===== src/rtl/score_report_pkg.sv =====
// Shared opcodes, FSM states and result field layout for the score/event
// read-back path.
package score_report_pkg;

   localparam logic [1:0] OP_SCORES = 2'd0;
   localparam logic [1:0] OP_POP    = 2'd1;
   localparam logic [1:0] OP_CLEAR  = 2'd2;
   localparam logic [1:0] OP_STATUS = 2'd3;

   typedef enum logic [1:0] {
      StIdle,
      StExec,
      StDone
   } state_t;

   // Event record: {player, frame[15:0]}
   localparam int unsigned EV_W        = 17;
   localparam int unsigned FRAME_W     = 16;
   localparam int unsigned EV_PLAYER   = 16;

   // Result word bit positions
   localparam int unsigned RES_GO_BIT     = 31;
   localparam int unsigned RES_OVF_BIT    = 30;
   localparam int unsigned RES_VALID_BIT  = 31;
   localparam int unsigned RES_PLAYER_BIT = 16;
   localparam int unsigned RES_STOVF_BIT  = 31;

endpackage


===== src/rtl/event_fifo.sv =====
// Synchronous first-word-fall-through FIFO; a push while full is accepted
// only when a pop frees a slot in the same cycle.
module event_fifo #(
   parameter int unsigned DEPTH = 8,
   parameter int unsigned WIDTH = 17,
   localparam int unsigned AW    = $clog2(DEPTH),
   localparam int unsigned CNT_W = AW + 1
) (
   input  logic             clk,
   input  logic             rst_n,
   input  logic             push,
   input  logic             pop,
   input  logic             clear,
   input  logic [WIDTH-1:0] din,
   output logic [WIDTH-1:0] dout,
   output logic             full,
   output logic             empty,
   output logic [CNT_W-1:0] count
);

   logic [AW-1:0]    r_wr;
   logic [AW-1:0]    r_rd;
   logic [CNT_W-1:0] r_count;
   logic [WIDTH-1:0] r_mem [DEPTH];
   logic             w_do_pop;
   logic             w_do_push;

   assign full      = (r_count == CNT_W'(DEPTH));
   assign empty     = (r_count == '0);
   assign count     = r_count;
   assign dout      = r_mem[r_rd];
   assign w_do_pop  = pop && !empty;
   assign w_do_push = push && (!full || w_do_pop);

   always_ff @(posedge clk or negedge rst_n) begin
      if (!rst_n) begin
         r_wr    <= '0;
         r_rd    <= '0;
         r_count <= '0;
      end else if (clear) begin
         r_wr    <= '0;
         r_rd    <= '0;
         r_count <= '0;
      end else begin
         if (w_do_push) r_wr <= r_wr + 1'b1;
         if (w_do_pop)  r_rd <= r_rd + 1'b1;
         unique case ({w_do_push, w_do_pop})
            2'b10:   r_count <= r_count + 1'b1;
            2'b01:   r_count <= r_count - 1'b1;
            default: r_count <= r_count;
         endcase
      end
   end

   always_ff @(posedge clk) begin
      if (w_do_push && !clear) r_mem[r_wr] <= din;
   end

endmodule


===== src/rtl/score_report.sv =====
// Goal counting, frame-stamped event queue and start/done custom-instruction
// read-back of scores and events for the CPU.
module score_report
   import score_report_pkg::*;
#(
   parameter int unsigned SCORE_W    = 8,
   parameter int unsigned WIN_SCORE  = 10,
   parameter int unsigned FIFO_DEPTH = 8
) (
   input  logic        CLK,
   input  logic        RST_BTN,
   input  logic        CLK_EN,
   input  logic        start,
   input  logic [1:0]  n,
   input  logic        goal_p1,
   input  logic        goal_p2,
   input  logic        frame_tick,
   output logic        done,
   output logic [31:0] result,
   output logic        game_over
);

   localparam int unsigned CNT_W = $clog2(FIFO_DEPTH) + 1;
   localparam logic [SCORE_W-1:0] WIN = SCORE_W'(WIN_SCORE);

   state_t               r_state;
   logic [1:0]           r_op;
   logic                 r_done;
   logic [31:0]          r_result;
   logic [FRAME_W-1:0]   r_frame;
   logic [SCORE_W-1:0]   r_score1;
   logic [SCORE_W-1:0]   r_score2;
   logic                 r_game_over;
   logic                 r_overflow;
   logic                 r_pend_vld;
   logic [EV_W-1:0]      r_pend_ev;

   logic                 w_exec;
   logic                 w_clear;
   logic                 w_pop;
   logic                 w_g1;
   logic                 w_g2;
   logic                 w_push;
   logic [EV_W-1:0]      w_push_ev;
   logic                 w_pend_vld_d;
   logic [EV_W-1:0]      w_pend_ev_d;
   logic                 w_drop;
   logic                 w_ovf_set;
   logic [SCORE_W-1:0]   w_score1_d;
   logic [SCORE_W-1:0]   w_score2_d;
   logic [EV_W-1:0]      w_dout;
   logic                 w_full;
   logic                 w_empty;
   logic [CNT_W-1:0]     w_count;
   logic [31:0]          w_result;

   assign done      = r_done;
   assign result    = r_result;
   assign game_over = r_game_over;

   assign w_exec  = (r_state == StExec);
   assign w_clear = w_exec && (r_op == OP_CLEAR);
   assign w_pop   = w_exec && (r_op == OP_POP) && !w_empty;
   assign w_g1    = goal_p1 && !r_game_over && !w_clear;
   assign w_g2    = goal_p2 && !r_game_over && !w_clear;

   // One FIFO write port: an older pending event always goes first; a p1
   // goal arriving then takes the pending slot, a p2 goal is dropped.
   always_comb begin
      w_push       = 1'b0;
      w_push_ev    = '0;
      w_pend_vld_d = r_pend_vld;
      w_pend_ev_d  = r_pend_ev;
      w_drop       = 1'b0;
      if (w_clear) begin
         w_pend_vld_d = 1'b0;
      end else if (r_pend_vld) begin
         w_push       = 1'b1;
         w_push_ev    = r_pend_ev;
         w_pend_vld_d = w_g1;
         w_pend_ev_d  = {1'b0, r_frame};
         w_drop       = w_g2;
      end else if (w_g1) begin
         w_push       = 1'b1;
         w_push_ev    = {1'b0, r_frame};
         w_pend_vld_d = w_g2;
         w_pend_ev_d  = {1'b1, r_frame};
      end else if (w_g2) begin
         w_push       = 1'b1;
         w_push_ev    = {1'b1, r_frame};
      end
   end

   assign w_ovf_set = w_drop || (w_push && w_full && !w_pop);

   assign w_score1_d = w_clear ? '0 :
                       (w_g1 && (r_score1 < WIN)) ? r_score1 + 1'b1 : r_score1;
   assign w_score2_d = w_clear ? '0 :
                       (w_g2 && (r_score2 < WIN)) ? r_score2 + 1'b1 : r_score2;

   always_comb begin
      w_result = '0;
      unique case (r_op)
         OP_SCORES: begin
            w_result[RES_GO_BIT]  = r_game_over;
            w_result[RES_OVF_BIT] = r_overflow;
            w_result[15:8]        = 8'(r_score2);
            w_result[7:0]         = 8'(r_score1);
         end
         OP_POP: begin
            if (!w_empty) begin
               w_result[RES_VALID_BIT]  = 1'b1;
               w_result[RES_PLAYER_BIT] = w_dout[EV_PLAYER];
               w_result[15:0]           = w_dout[FRAME_W-1:0];
            end
         end
         OP_CLEAR: w_result = '0;
         OP_STATUS: begin
            w_result[RES_STOVF_BIT] = r_overflow;
            w_result[3:0]           = 4'(w_count);
         end
         default: w_result = '0;
      endcase
   end

   event_fifo #(
      .DEPTH (FIFO_DEPTH),
      .WIDTH (EV_W)
   ) u_fifo (
      .clk   (CLK),
      .rst_n (RST_BTN),
      .push  (w_push),
      .pop   (w_pop),
      .clear (w_clear),
      .din   (w_push_ev),
      .dout  (w_dout),
      .full  (w_full),
      .empty (w_empty),
      .count (w_count)
   );

   always_ff @(posedge CLK or negedge RST_BTN) begin
      if (!RST_BTN) begin
         r_frame     <= '0;
         r_score1    <= '0;
         r_score2    <= '0;
         r_game_over <= 1'b0;
         r_overflow  <= 1'b0;
         r_pend_vld  <= 1'b0;
         r_pend_ev   <= '0;
      end else begin
         if (frame_tick) r_frame <= r_frame + 1'b1;
         r_score1    <= w_score1_d;
         r_score2    <= w_score2_d;
         r_game_over <= !w_clear && ((w_score1_d == WIN) || (w_score2_d == WIN));
         r_overflow  <= w_clear ? 1'b0 : (r_overflow || w_ovf_set);
         r_pend_vld  <= w_pend_vld_d;
         r_pend_ev   <= w_pend_ev_d;
      end
   end

   always_ff @(posedge CLK or negedge RST_BTN) begin
      if (!RST_BTN) begin
         r_state  <= StIdle;
         r_op     <= OP_SCORES;
         r_done   <= 1'b0;
         r_result <= '0;
      end else begin
         unique case (r_state)
            StIdle: begin
               r_done <= 1'b0;
               if (start && CLK_EN) begin
                  r_op    <= n;
                  r_state <= StExec;
               end
            end
            StExec: begin
               r_result <= w_result;
               r_done   <= 1'b1;
               r_state  <= StDone;
            end
            StDone: begin
               r_done  <= 1'b0;
               r_state <= StIdle;
            end
            default: r_state <= StIdle;
         endcase
      end
   end

endmodule


===== config.mk =====
export PLATFORM = sky130hd
export DESIGN_NAME = score_report
export DESIGN_NICKNAME = d
export VERILOG_FILES = /design/src/rtl/score_report_pkg.sv /design/src/rtl/event_fifo.sv /design/src/rtl/score_report.sv
export SDC_FILE = /design/constraint.sdc
export NUM_CORES = 1
export LEC_CHECK = 0
export ABC_AREA = 1
export BUFFER_PORTS_ARGS = -buffer_cell sky130_fd_sc_hd__buf_4
export CAP_MARGIN = 20
export CORE_MARGIN = 3
export CORE_UTILIZATION = 55
export DETAILED_ROUTE_END_ITERATION = 10
export HOLD_SLACK_MARGIN = 0.05
export PLACE_DENSITY = 0.75
export SETUP_SLACK_MARGIN = 0.15
export SYNTH_ARGS = -nofsm -noshare
export SYNTH_HDL_FRONTEND = slang
export SYNTH_HIERARCHICAL = 1
export SYNTH_SLANG_ARGS = --single-unit
export TNS_END_PERCENT = 1

===== constraint.sdc =====
create_clock -name CLK -period 3.05 [get_ports CLK]
set_input_delay 0.61 -clock CLK [delete_from_list [all_inputs] [get_ports CLK]]
set_output_delay 0.61 -clock CLK [all_outputs]
set_load 0.01 [all_outputs]

==> impl_results.md <==
- Leading area contributor after synthesis: edfxtp_1
- Final Util: 63.43%
- Count leader, synth: nand2_1
- Place WS: 0.4469 ns
- Lkg Pwr: 4.663 nW
- Crit Path Max Fanout: 14
- Clock Skews: 0.01759 ns
- Std cell rows: 48
- DR vias: 6458
- Initial DRC count: 545
- CTS sink cnt: 222
- Crit. End Element: flop
- Avg Inst Size Synth: 11.04 um2
- EDFF count, synth: 136
- RSZ-0062 raised after global routing: no
- PostCTS Resize Cnt: 0
- Final hold vios: 0
- Maximum VDD drop: 1.071 mV
- Synth top cells by count: nand2_1, edfxtp_1, nor2_1
- ANT nets after route: 0
- Kind of critical path: flop to flop
- Area Overhead vs Synth: 12.10%
- Tightest Hold Check Type: input pin to async pin
- CTS tree: built
- Max Cap Viol: 0
- Drt wl/cell: 17.95 um
- GRT Total Usage: 21.57%
- Clock Tree Root: clkbuf_16
- Initial antenna violation count: 0
- Cells after synthesis: 893
- Worst slew pin tran: 1.040 ns
- Main synth FF type: edfxtp_1
- Worst Path Required: 3.44 ns
- H-tree depth: 1
- Met2 GRT Util: 34.31%
- Asr flop ratio synth: 38.74%
- Critical path startpoint category: flop
- Final Critical Period: 2.614 ns
- Post-synth top area share: 41.44%
- Worst slew margin: 30.67%
- TritonCTS buffer count: 23
- Max clock buf depth: 3
- Critical path arrival: 3.01 ns
- Core area: 0.01742 mm2
- Effective utilization at floorplan: 56.59%
- Vert. Die Dim: 139.9 um
- Post-synth cell types: 50
- Setup WS post-layout: 0.4358 ns
- Post-CTS Setup Repair Bufs: 0
- Fin Hold WS: 0.1450 ns
- First-pass GRT wire length: 33.53 mm
- NumNets Final: 947
- Skew-Pair Late Insertion Delay: 0.51 ns
- I/O pin total: 43
- Via count of the first global-routing pass: 6315
- Register area share after synthesis: 63.27%
- Clk slew on worst S/H paths: 0.06 ns
- PwrDens: 992.6 mW/mm2
- Layout cells sized above 1: 14.57%
- Final WL: 21.03 mm
- DRC viols: 0
- Final worst path period share: 85.71%
- Synthesized flop and latch total: 222
- Final global-route overflow total: 0
- DIE WIDTH: 139.9 um
- Met3 usage: 3.402%
- Vias per cell: 5.510
- Outcome: completed
- Hold_buf cts: 0
- Largest net degree at the start of global routing: 70
- Grt peak-use layer: met2
- Setup violators final: 0
- Yosys synthesis warning count: 6
- ANT cells: 0
- DP HPWL: 13.97 mm
- Final Max Slew Viols: 0
- Die area: 0.01956 mm2
- IO buf count: 29
- Final setup TNS: 0 ns
- Met1 Track Usage GR: 30.47%
- Gpl congestion: 0.8886
- Largest cells by area after synthesis: edfxtp_1, dfrtp_1, nand2_1, nor2_1, o21ai_0
- Pwr Total: 10.97 mW
- Drt pass-1 iters: 5
- FMAX: 0.3825 GHz
- Post-Synthesis Cell Area: 0.009856 mm2
## sequential cells by signal, summed over array words and instances (netlist names)
register / cells
done: 1
game_over: 1
r_frame: 16
r_op: 2
r_overflow: 1
r_pend_ev: 17
r_pend_vld: 1
r_score1: 8
r_score2: 8
r_state: 2
result: 19
u_fifo/count: 4
u_fifo/r_mem: 136
u_fifo/r_rd: 3
u_fifo/r_wr: 3
## cell families after synthesis
| group | Yosys count | share of synthesized area (%) |
|---|---|---|
| AND/OR/NAND/NOR | 367 | 17.11 |
| XOR/XNOR | 17 | 1.511 |
| AO/OA/AOI/OAI | 135 | 8.392 |
| other | 1 | 0.03805 |
| flip-flops | 222 | 63.27 |
| multiplexers | 23 | 2.412 |
| adder cells (fa/ha/maj) | 8 | 1.092 |
| buffers and inverters | 120 | 6.170 |
## power by group
part	switching (mW)	total (mW)	leakage, nW	internal [mW]
clock network	1.10	2.80	0.385	1.70
registers	0.523	4.74	2.32	4.21
logic	2.27	3.43	1.95	1.16
## metal layers
layer	vias to the layer above	wire, um
met3	47	1141
met2	166	9941
met5	-	0
li1	3126	-
met4	0	802
met1	3119	9147
## final timing paths
kind	slack, ns	end	cells after the start	start
worst max-delay path	0.44	u_fifo/count[3]	15	r_op[0]
worst min-delay path	0.14	u_fifo/r_rd[1]	1	RST_BTN
worst max register to register	0.44	u_fifo/count[3]	15	r_op[0]
worst min register to register	0.49	result[7]	2	result[7]
max in group asynchronous	2.28	r_score1[7]	2	RST_BTN
min in group CLK	0.32	r_frame[0]	2	frame_tick
## stage by stage
| step | instances | cell area [um2] |
|---|---|---|
| final | 1172 | 11050 |
| after detailed placement | 1130 | 10270 |
| after floorplan | 905 | 9901 |
| after CTS | 1172 | 11050 |
| after global placement | 1130 | 10270 |
| after global routing | 1172 | 11050 |
## worst max-delay path: stages, from the launching register on
cell and delay (ns):
dfrtp_1 0.46, inv_2 0.12, nand2_4 0.07, nor2_8 0.31, nor2_4 0.11, inv_1 0.11, nand2_1 0.16, inv_2 0.10
nand3_2 0.13, inv_1 0.14, ha_1 0.28, a21oi_1 0.16, nand2_1 0.08, nand3b_1 0.15, nand3_1 0.09, nand2_1 0.05
## cell usage in the layout, fill, tap and decap left out, drive strengths merged
master and count:
o21ai 66, fa 1, dfrtp 86, nand3b 1
buf 51, a22oi 12, mux2i 17, o22ai 17
a21oi 14, mux2 6, a41oi 2, clkinv 6
edfxtp 136, nand3 53, ha 7, xnor2 2
nor2 118, inv 68, nand4 6, o32ai 17
conb 13, a31o 1, bufinv 1, a31oi 5
nor3 11, a22o 1, clkbuf 36, nand2 178
xor2 15
## final cells by class
cell class	instances	area, um2
fillers	1339	6369
flip-flops and latches	222	6238
well taps	225	281.5
repair buffers	51	407.9
multi-input cells	563	3084
inverters	69	260.3
clock buffers	36	716.9
clock inverters	6	58.81
Power figures use the tool's default switching activity.
